**config.mk**
```make
export PLATFORM = sky130hd
export DESIGN_NAME = gene_stripe_feeder
export DESIGN_NICKNAME = d
export VERILOG_FILES = /design/src/rtl/gene_stripe_feeder.sv
export SDC_FILE = /design/constraint.sdc
export NUM_CORES = 2
export LEC_CHECK = 0
export CORE_MARGIN = 4
export CORE_UTILIZATION = 35
export DETAILED_ROUTE_END_ITERATION = 7
export GPL_TIMING_DRIVEN = 0
export REMOVE_ABC_BUFFERS = 1
export SETUP_SLACK_MARGIN = 0.15
export SLEW_MARGIN = 20
export SYNTH_ARGS = -nofsm -noshare
export SYNTH_HDL_FRONTEND = slang
export SYNTH_SLANG_ARGS = --single-unit
```
**constraint.sdc**
```tcl
create_clock -name i_clk -period 4.1 [get_ports i_clk]
set_clock_uncertainty 0.2 [all_clocks]
set_input_delay 0.615 -clock i_clk [delete_from_list [all_inputs] [get_ports i_clk]]
set_output_delay 0.615 -clock i_clk [all_outputs]
set_load 0.005 [all_outputs]
```
**src/rtl/gene_stripe_feeder.sv**
```systemverilog
// Stripe feeder for the gene alignment PE array: holds genes A and B,
// loads one B stripe per pass, streams A and collects per-stripe results.
module gene_stripe_feeder #(
  parameter int N_PE     = 64,
  parameter int SEQ_LEN  = 1024,
  parameter int N_STRIPE = 16
) (
  input  logic                        i_clk,
  input  logic                        i_rst,
  input  logic                        i_load_we,
  input  logic                        i_load_sel,
  input  logic [$clog2(SEQ_LEN)-1:0]  i_load_addr,
  input  logic [1:0]                  i_load_data,
  input  logic                        i_go,
  input  logic                        i_stripe_end,
  input  logic [$clog2(SEQ_LEN)-1:0]  i_start_position,
  input  logic [$clog2(SEQ_LEN)-1:0]  i_end_position,
  input  logic [13:0]                 i_max_score_stripe,
  output logic [2*N_PE-1:0]           o_B,
  output logic [1:0]                  o_A,
  output logic                        o_start,
  output logic                        o_busy,
  output logic                        o_stripe_valid,
  output logic [$clog2(N_STRIPE)-1:0] o_stripe_idx,
  output logic [$clog2(SEQ_LEN):0]    o_abs_end,
  output logic [13:0]                 o_max_score,
  output logic                        o_done,
  output logic                        o_timeout
);

  localparam int AW = $clog2(SEQ_LEN);
  localparam int KW = $clog2(N_STRIPE);
  localparam int RW = $clog2(N_PE);

  typedef enum logic [2:0] {
    S_IDLE, S_SETUP, S_STREAM, S_DRAIN, S_REPORT
  } state_t;

  state_t state, state_nx;

  logic [1:0]        mem_a [SEQ_LEN];
  logic [2*N_PE-1:0] mem_b [N_STRIPE];

  logic [KW-1:0] k;
  logic [AW-1:0] base;
  logic [AW-1:0] j;
  logic [AW-1:0] wd;
  logic          last_k;

  assign last_k = (k == KW'(N_STRIPE - 1));

  // B is kept one stripe per word so SETUP can fetch a whole stripe
  always_ff @(posedge i_clk) begin
    if (i_load_we && state == S_IDLE) begin
      if (i_load_sel)
        mem_b[i_load_addr[AW-1:RW]][{i_load_addr[RW-1:0], 1'b0} +: 2]
          <= i_load_data;
      else
        mem_a[i_load_addr] <= i_load_data;
    end
  end

  always_comb begin
    state_nx = state;
    unique case (state)
      S_IDLE:   if (i_go) state_nx = S_SETUP;
      S_SETUP:  state_nx = S_STREAM;
      S_STREAM: begin
        if (i_stripe_end)
          state_nx = S_REPORT;
        else if (j == AW'(SEQ_LEN - 1))
          state_nx = S_DRAIN;
      end
      S_DRAIN: begin
        if (i_stripe_end)
          state_nx = S_REPORT;
        else if (&wd)
          state_nx = S_IDLE;
      end
      S_REPORT: state_nx = last_k ? S_IDLE : S_SETUP;
      default:  state_nx = S_IDLE;
    endcase
  end

  assign o_start        = (state == S_STREAM) && !i_stripe_end;
  assign o_A            = o_start ? mem_a[j] : 2'b00;
  assign o_busy         = (state != S_IDLE);
  assign o_stripe_valid = (state == S_REPORT);
  assign o_done         = (state == S_REPORT) && last_k;

  always_ff @(posedge i_clk) begin
    if (i_rst) begin
      state        <= S_IDLE;
      k            <= '0;
      base         <= '0;
      j            <= '0;
      wd           <= '0;
      o_B          <= '0;
      o_stripe_idx <= '0;
      o_abs_end    <= '0;
      o_max_score  <= '0;
      o_timeout    <= 1'b0;
    end else begin
      state <= state_nx;
      unique case (state)
        S_IDLE: begin
          if (i_go) begin
            k         <= '0;
            base      <= '0;
            o_timeout <= 1'b0;
          end
        end
        S_SETUP: begin
          o_B <= mem_b[k];
          j   <= base;
          wd  <= '0;
        end
        S_STREAM, S_DRAIN: begin
          // results are captured on the stripe_end cycle, shown in REPORT
          if (i_stripe_end) begin
            o_stripe_idx <= k;
            o_abs_end    <= {1'b0, i_end_position} + {1'b0, base};
            o_max_score  <= i_max_score_stripe;
            base         <= base + i_start_position;
          end else if (state == S_STREAM) begin
            j <= j + 1'b1;
          end else begin
            wd <= wd + 1'b1;
            if (&wd) o_timeout <= 1'b1;
          end
        end
        S_REPORT: if (!last_k) k <= k + 1'b1;
        default: ;
      endcase
    end
  end

endmodule

```
After elaboration in Yosys (flattened, before gate mapping)
Memory sizes are Yosys's and may differ from the RTL's. A register that Yosys moved wholly into a read port is not among the register bits.
Cells that the tools add are included.
W data, S select, Z words.
{"block": "word_totals", "regBits": 67, "ramBits": 4096, "input_bits": 52, "out_inout_bits": 164, "n_memories": 2}
{"memory": "mem_a", "depth": 1024, "width": 2, "rd": 1, "rd_clocked_by_memory_dff": 1, "wr": 1, "line": "41", "rtl": "logic [1:0] mem_a [SEQ_LEN];"}
{"memory": "mem_b", "depth": 16, "width": 128, "rd": 1, "rd_clocked_by_memory_dff": 1, "wr": 1, "line": "42", "rtl": "logic [2*N_PE-1:0] mem_b [N_STRIPE];"}
{"block": "classes", "n_addsub": 6, "n_eq_ne": 15, "shifts": 2, "mux": 33, "reduce_logical": 18}
{"op": "$mux W128", "count": 1}
{"op": "$shift A2 B9 Y128 const A", "count": 1}
{"op": "$shiftx A2 B9 Y128", "count": 1}
{"op": "$mux W10", "count": 8}
{"op": "$pmux W10 S2", "count": 3}
{"op": "$add A10 B1 Y10 const B", "count": 2}
{"op": "$mux W3", "count": 5}
{"op": "$pmux W3 S5", "count": 1}
{"op": "$reduce_and A3 Y1", "count": 5}
{"op": "$ne A2 B2 Y1 const B", "count": 7}
{"op": "$add A10 B10 Y11", "count": 1}
{"op": "$add A10 B10 Y10", "count": 1}
{"op": "$eq A10 B10 Y1 const B", "count": 1}
{"op": "$mux W1", "count": 10}
{"op": "$reduce_and A10 Y1", "count": 1}
{"op": "$neg A7 Y9", "count": 1}
{"op": "$mux W4", "count": 2}
{"op": "$pmux W4 S2", "count": 1}
{"op": "$eq A3 B2 Y1 const B", "count": 2}
{"op": "$ne A3 B3 Y1 const B", "count": 2}
{"op": "$reduce_bool A2 Y1", "count": 3}
{"op": "$reduce_and A5 Y1", "count": 1}
{"op": "$add A4 B1 Y4 const B", "count": 1}
{"op": "$eq A4 B4 Y1 const B", "count": 1}
{"op": "other kinds (10)", "count": 12}

Logic depth before layout (Yosys ltp)
{"block": "logic_depth", "depth_word": 6, "ltp_mapped": 14}

Least setup slack after synthesis
Ideal clock, no wire load.
{"block": "synth_timing", "path_kind": "input port to flip-flop", "start": "input i_load_addr[0]", "end": "memory mem_b[11][72] in the netlist's numbering, enable pin", "setup_ns": 0.309, "arrival_ns": 3.246, "t_required_ns": 3.591, "path_slack_ns": 0.345, "cell_stages": 10, "path_buffers": 3, "path_cell_list": "clkbuf_1 > inv_1 > ha_1 > xor2_1 > nor4_1 > nand3_1 > or2_2 > clkbuf_1 > buf_2 > nor2_1"}
{"block": "synth_via", "elab_chain_len": 3}
{"element": "start: declaration", "line": "12", "rtl": "input logic [$clog2(SEQ_LEN)-1:0] i_load_addr,"}
{"element": "$neg A7 Y9", "line": "56", "rtl": "mem_b[i_load_addr[AW-1:RW]][{i_load_addr[RW-1:0], 1'b0} +: 2]"}
{"element": "$shift A2 B9 Y128", "line": "56"}
{"element": "$mux W128 (implied by the code)", "line": "56"}
{"element": "end: declaration", "line": "42"}
No other way between the ends.

==> flow_metrics.env <==
export IMPL_period_share_pct=130
export IMPL_grt_max_degree=142
export IMPL_r2r_cells=11
export IMPL_n_fill_cell=43400
export IMPL_period_minus_slack_ns=5.35
export IMPL_startpoint_type="flop"
export IMPL_cp_num_cells=15
export IMPL_setup_ws_ns=-1.25
export IMPL_synth_area_um2=173000
export IMPL_htreeDepth=5
export IMPL_yosys_area_top_type="edfxtp_1"
export IMPL_dieWidth_um=712
export IMPL_violations="negative setup slack"
export IMPL_routedWlPerCell_um=28.0
export IMPL_grt_pass1_vias=98500
export IMPL_grt_first_pass_wirelength_um=689000
export IMPL_hp_class="primary input to flop"
export IMPL_regArea_um2=127000
export IMPL_avgSynthCellArea_um2=17.3
export IMPL_p_per_area_nw_per_um2=456
export IMPL_path_cells="buf_12, buf_16, buf_16, buf_16, buf_16, mux4_2, mux2_4, o221ai_4, a221oi_2, a311o_1, a311oi_4, a211oi_4, a31oi_2, o21ai_4, buf_6"
export IMPL_outcome="finished, violations left"
export IMPL_power_mw=92.8
export IMPL_grt_use_met3_pct=3.47
export IMPL_grtUsageMet1_pct=24.0
export IMPL_synth_distinct_cells=56
export IMPL_worstReg2RegEnd="o_B[36]$_SDFFE_PP0N_"
export IMPL_netlist_instances=10000
export IMPL_yosysSeqAreaShare_pct=73.3
export IMPL_ys_seq_elements=4301
export IMPL_setup_viol=2
export IMPL_arrival_ns=4.53
export IMPL_grt_busiest_layer="met2"
export IMPL_synth_edf_count=4096
export IMPL_maxSlewViolCount=0
export IMPL_track_usage_pct=18.4
export IMPL_areaGrowthSynthToFinish_pct=17.4
export IMPL_slew_headroom_pct=25.5
export IMPL_finalSetupTns_ns=-2.44
export IMPL_postLayoutCoreUtil_pct=41.2
export IMPL_worstPathRequired_ns=3.28
export IMPL_portBuffers=215
export IMPL_cts_path_max_buffers=4
export IMPL_synth_area_top_cells="edfxtp_1, mux4_2, nor2_1"
export IMPL_antenna_found_initial=26
export IMPL_r2r_start="k[0]$_SDFFE_PP0P_"
export IMPL_cp_top_family="compound AO/OA/AOI/OAI gates"
export IMPL_grt_ovfl_total=0
export IMPL_drt_iter0_drc=11500
export IMPL_end_kind="output port"
export IMPL_cp_common_cell="buf_16"
export IMPL_synth_top_area_share_pct=70.9
export IMPL_start_util_pct=35.1
export IMPL_die_area_um2=507000
export IMPL_p_leak_nw=55.3
export IMPL_num_rows=258
export IMPL_core_area_um2=494000
export IMPL_via_per_inst=5.53
export IMPL_dp_hpwl_um=288000
export IMPL_path_class="flop to output port"
export IMPL_dieHeight_um=712
export IMPL_use_met2_pct=31.1
export IMPL_min_delay_start="i_load_data[0]"
export IMPL_fmax_ghz=0.187
export IMPL_dr_pass1_iters=6
export IMPL_vias=94600
export IMPL_holdPathEnd="mem_a[824][0]$_DFFE_PP_"
export IMPL_yosysWarnings=0
export IMPL_layout_drive_gt1_share_pct=23.7
export IMPL_drt_antenna_violating_nets=0
export IMPL_clock_sinks=4301
export IMPL_hold_violations=0
export IMPL_multi_input_area_um2=44500
export IMPL_cp_buffers_inverters=6
export IMPL_rsz0062_at_grt="true"
export IMPL_yosys_most_used_dff="edfxtp_1"
export IMPL_rrSetupSlack_ns=0.32
export IMPL_drt_total_wl_um=479000
export IMPL_max_stage_delay_ns=0.52
export IMPL_cts_made_buffers=420
export IMPL_clk_pin_slew_ns=0.06
export IMPL_place_congestion=0.747
export IMPL_drc=0
export IMPL_path_max_fanout=7
export IMPL_async_flop_share_pct=0
export IMPL_clk_latency_ns=0.96
export IMPL_drv_cap=0
export IMPL_root_buffer="clkbuf_16"
export IMPL_cts_tree="yes"
export IMPL_vdd_drop_max_v=0.000407
export IMPL_cp_slowest_cell="mux4_2"
export IMPL_ios=216
export IMPL_hold_path_depth=1
export IMPL_worst_pin_slew_ns=1.12
export IMPL_nets=10300
## metal layers
layer  share of wire [%]  wire, µm
met5              0.0069        33
met4                 3.5     16800
met3                 8.6     41200
met2                  50    238000
met1                  38    183000
## cell families after synthesis
kind of cell               share of synthesized area, %
muxes                                              15.7
adders and majority gates                         0.211
AOI/OAI and AO/OA                                  1.92
xor gates and xnor gates                          0.141
buffers and inverters                              2.02
DFF                                                73.3
and+or+nand+nor                                    6.71
## registers in the layout, indices dropped and copies added (netlist names), named ones only
signal	count
o_timeout	1
state	3
mem_a	2048
o_stripe_idx	4
o_B	128
k	4
base	10
j	10
mem_b	2048
o_abs_end	11
wd	10
o_max_score	14
## worst max path at each step
stage,endpoint,slack (ns)
3_3_place_gp,mem_b[12][69]$_DFFE_PP_,-34.35
4_1_cts,o_A[1],-1.25
5_1_grt,o_A[0],-1.33
2_1_floorplan,o_A[1],-19.68
6_report,o_A[1],-1.25
3_5_place_dp,o_A[1],-2.40
## through the flow
step / setup WS (ns) / area [µm²] / instances / hold WS, ns
finish: -1.25 / 204000 / 17100 / 0.0696
CTS: -1.25 / 203000 / 17100 / 0.0244
global placement: -34.35 / 180000 / 15900 / 0.246
detailed placement: -2.40 / 186000 / 16100 / 0.245
floorplan: -19.68 / 170000 / 9189 / 0.242
global route: -1.33 / 204000 / 17100 / 0.0735
## cells in the mapped netlist (22+ instances only)
cell type and number:
nor2_1 2279, o22ai_1 34, dfxtp_1 205, a21oi_1 228
o221ai_1 37, mux4_2 1138, mux2_2 42, nand3_1 53
buf_2 62, ha_1 26, buf_4 51, a211oi_1 40
or2_2 22, nor3_1 23, nand4_1 24, o21ai_0 104
nor2b_1 29, clkbuf_1 626, a221oi_1 26, edfxtp_1 4096
buf_1 57, nand2_1 476, mux2i_1 119
## timing repair
item                       4_1_cts  5_1_grt
gates cloned                    42        2
hold buffers                    16        0
pin swaps                       24       13
hold endpoints to repair       111        0
resized for setup              204       83
setup endpoints to repair     5346     1066
buffers inserted                96       27
## placed cells by master (no fill, tap or decap), types with 12 or more instances in the layout
cell / count
nor3_1: 21
buf_12: 78
dlygate4sd3_1: 16
clkinv_2: 88
ha_1: 26
nor2b_1: 21
nand3_1: 32
nor2_4: 37
clkbuf_8: 18
nand2_4: 44
bufbuf_16: 36
nand4_1: 24
clkbuf_16: 431
clkinv_1: 81
clkdlybuf4s50_1: 206
xnor2_1: 15
nand3_2: 12
a211oi_1: 37
a221oi_1: 17
mux2i_1: 115
nor2_2: 79
bufinv_16: 41
clkbuf_1: 80
mux2_2: 39
clkinvlp_4: 18
o22a_1: 16
inv_1: 13
or2_2: 20
buf_6: 38
dfxtp_1: 194
mux4_2: 1138
o221ai_1: 27
nor2_1: 2163
edfxtp_1: 4096
nand2_1: 420
o22ai_1: 33
buf_4: 97
a21oi_1: 226
o21ai_0: 98
buf_16: 137
## power by group
group	switching [mW]	internal, mW
Clock	16.6	22.1
Sequential	0.182	47.9
Combinational	3.53	2.54
Total	20.3	72.5
## area by class of cell
class | instances | share of cell area [%]
well taps | 6500 | 3.99
flip-flops and latches | 4301 | 62.4
multi-input cells | 4874 | 21.8
diodes | 8 | 0.00983
clock inverters | 247 | 1.18
inverters | 15 | 0.0313
clock buffers | 527 | 5.54
repair buffers | 626 | 4.98
Note: power is estimated with default switching activity, not from simulation.
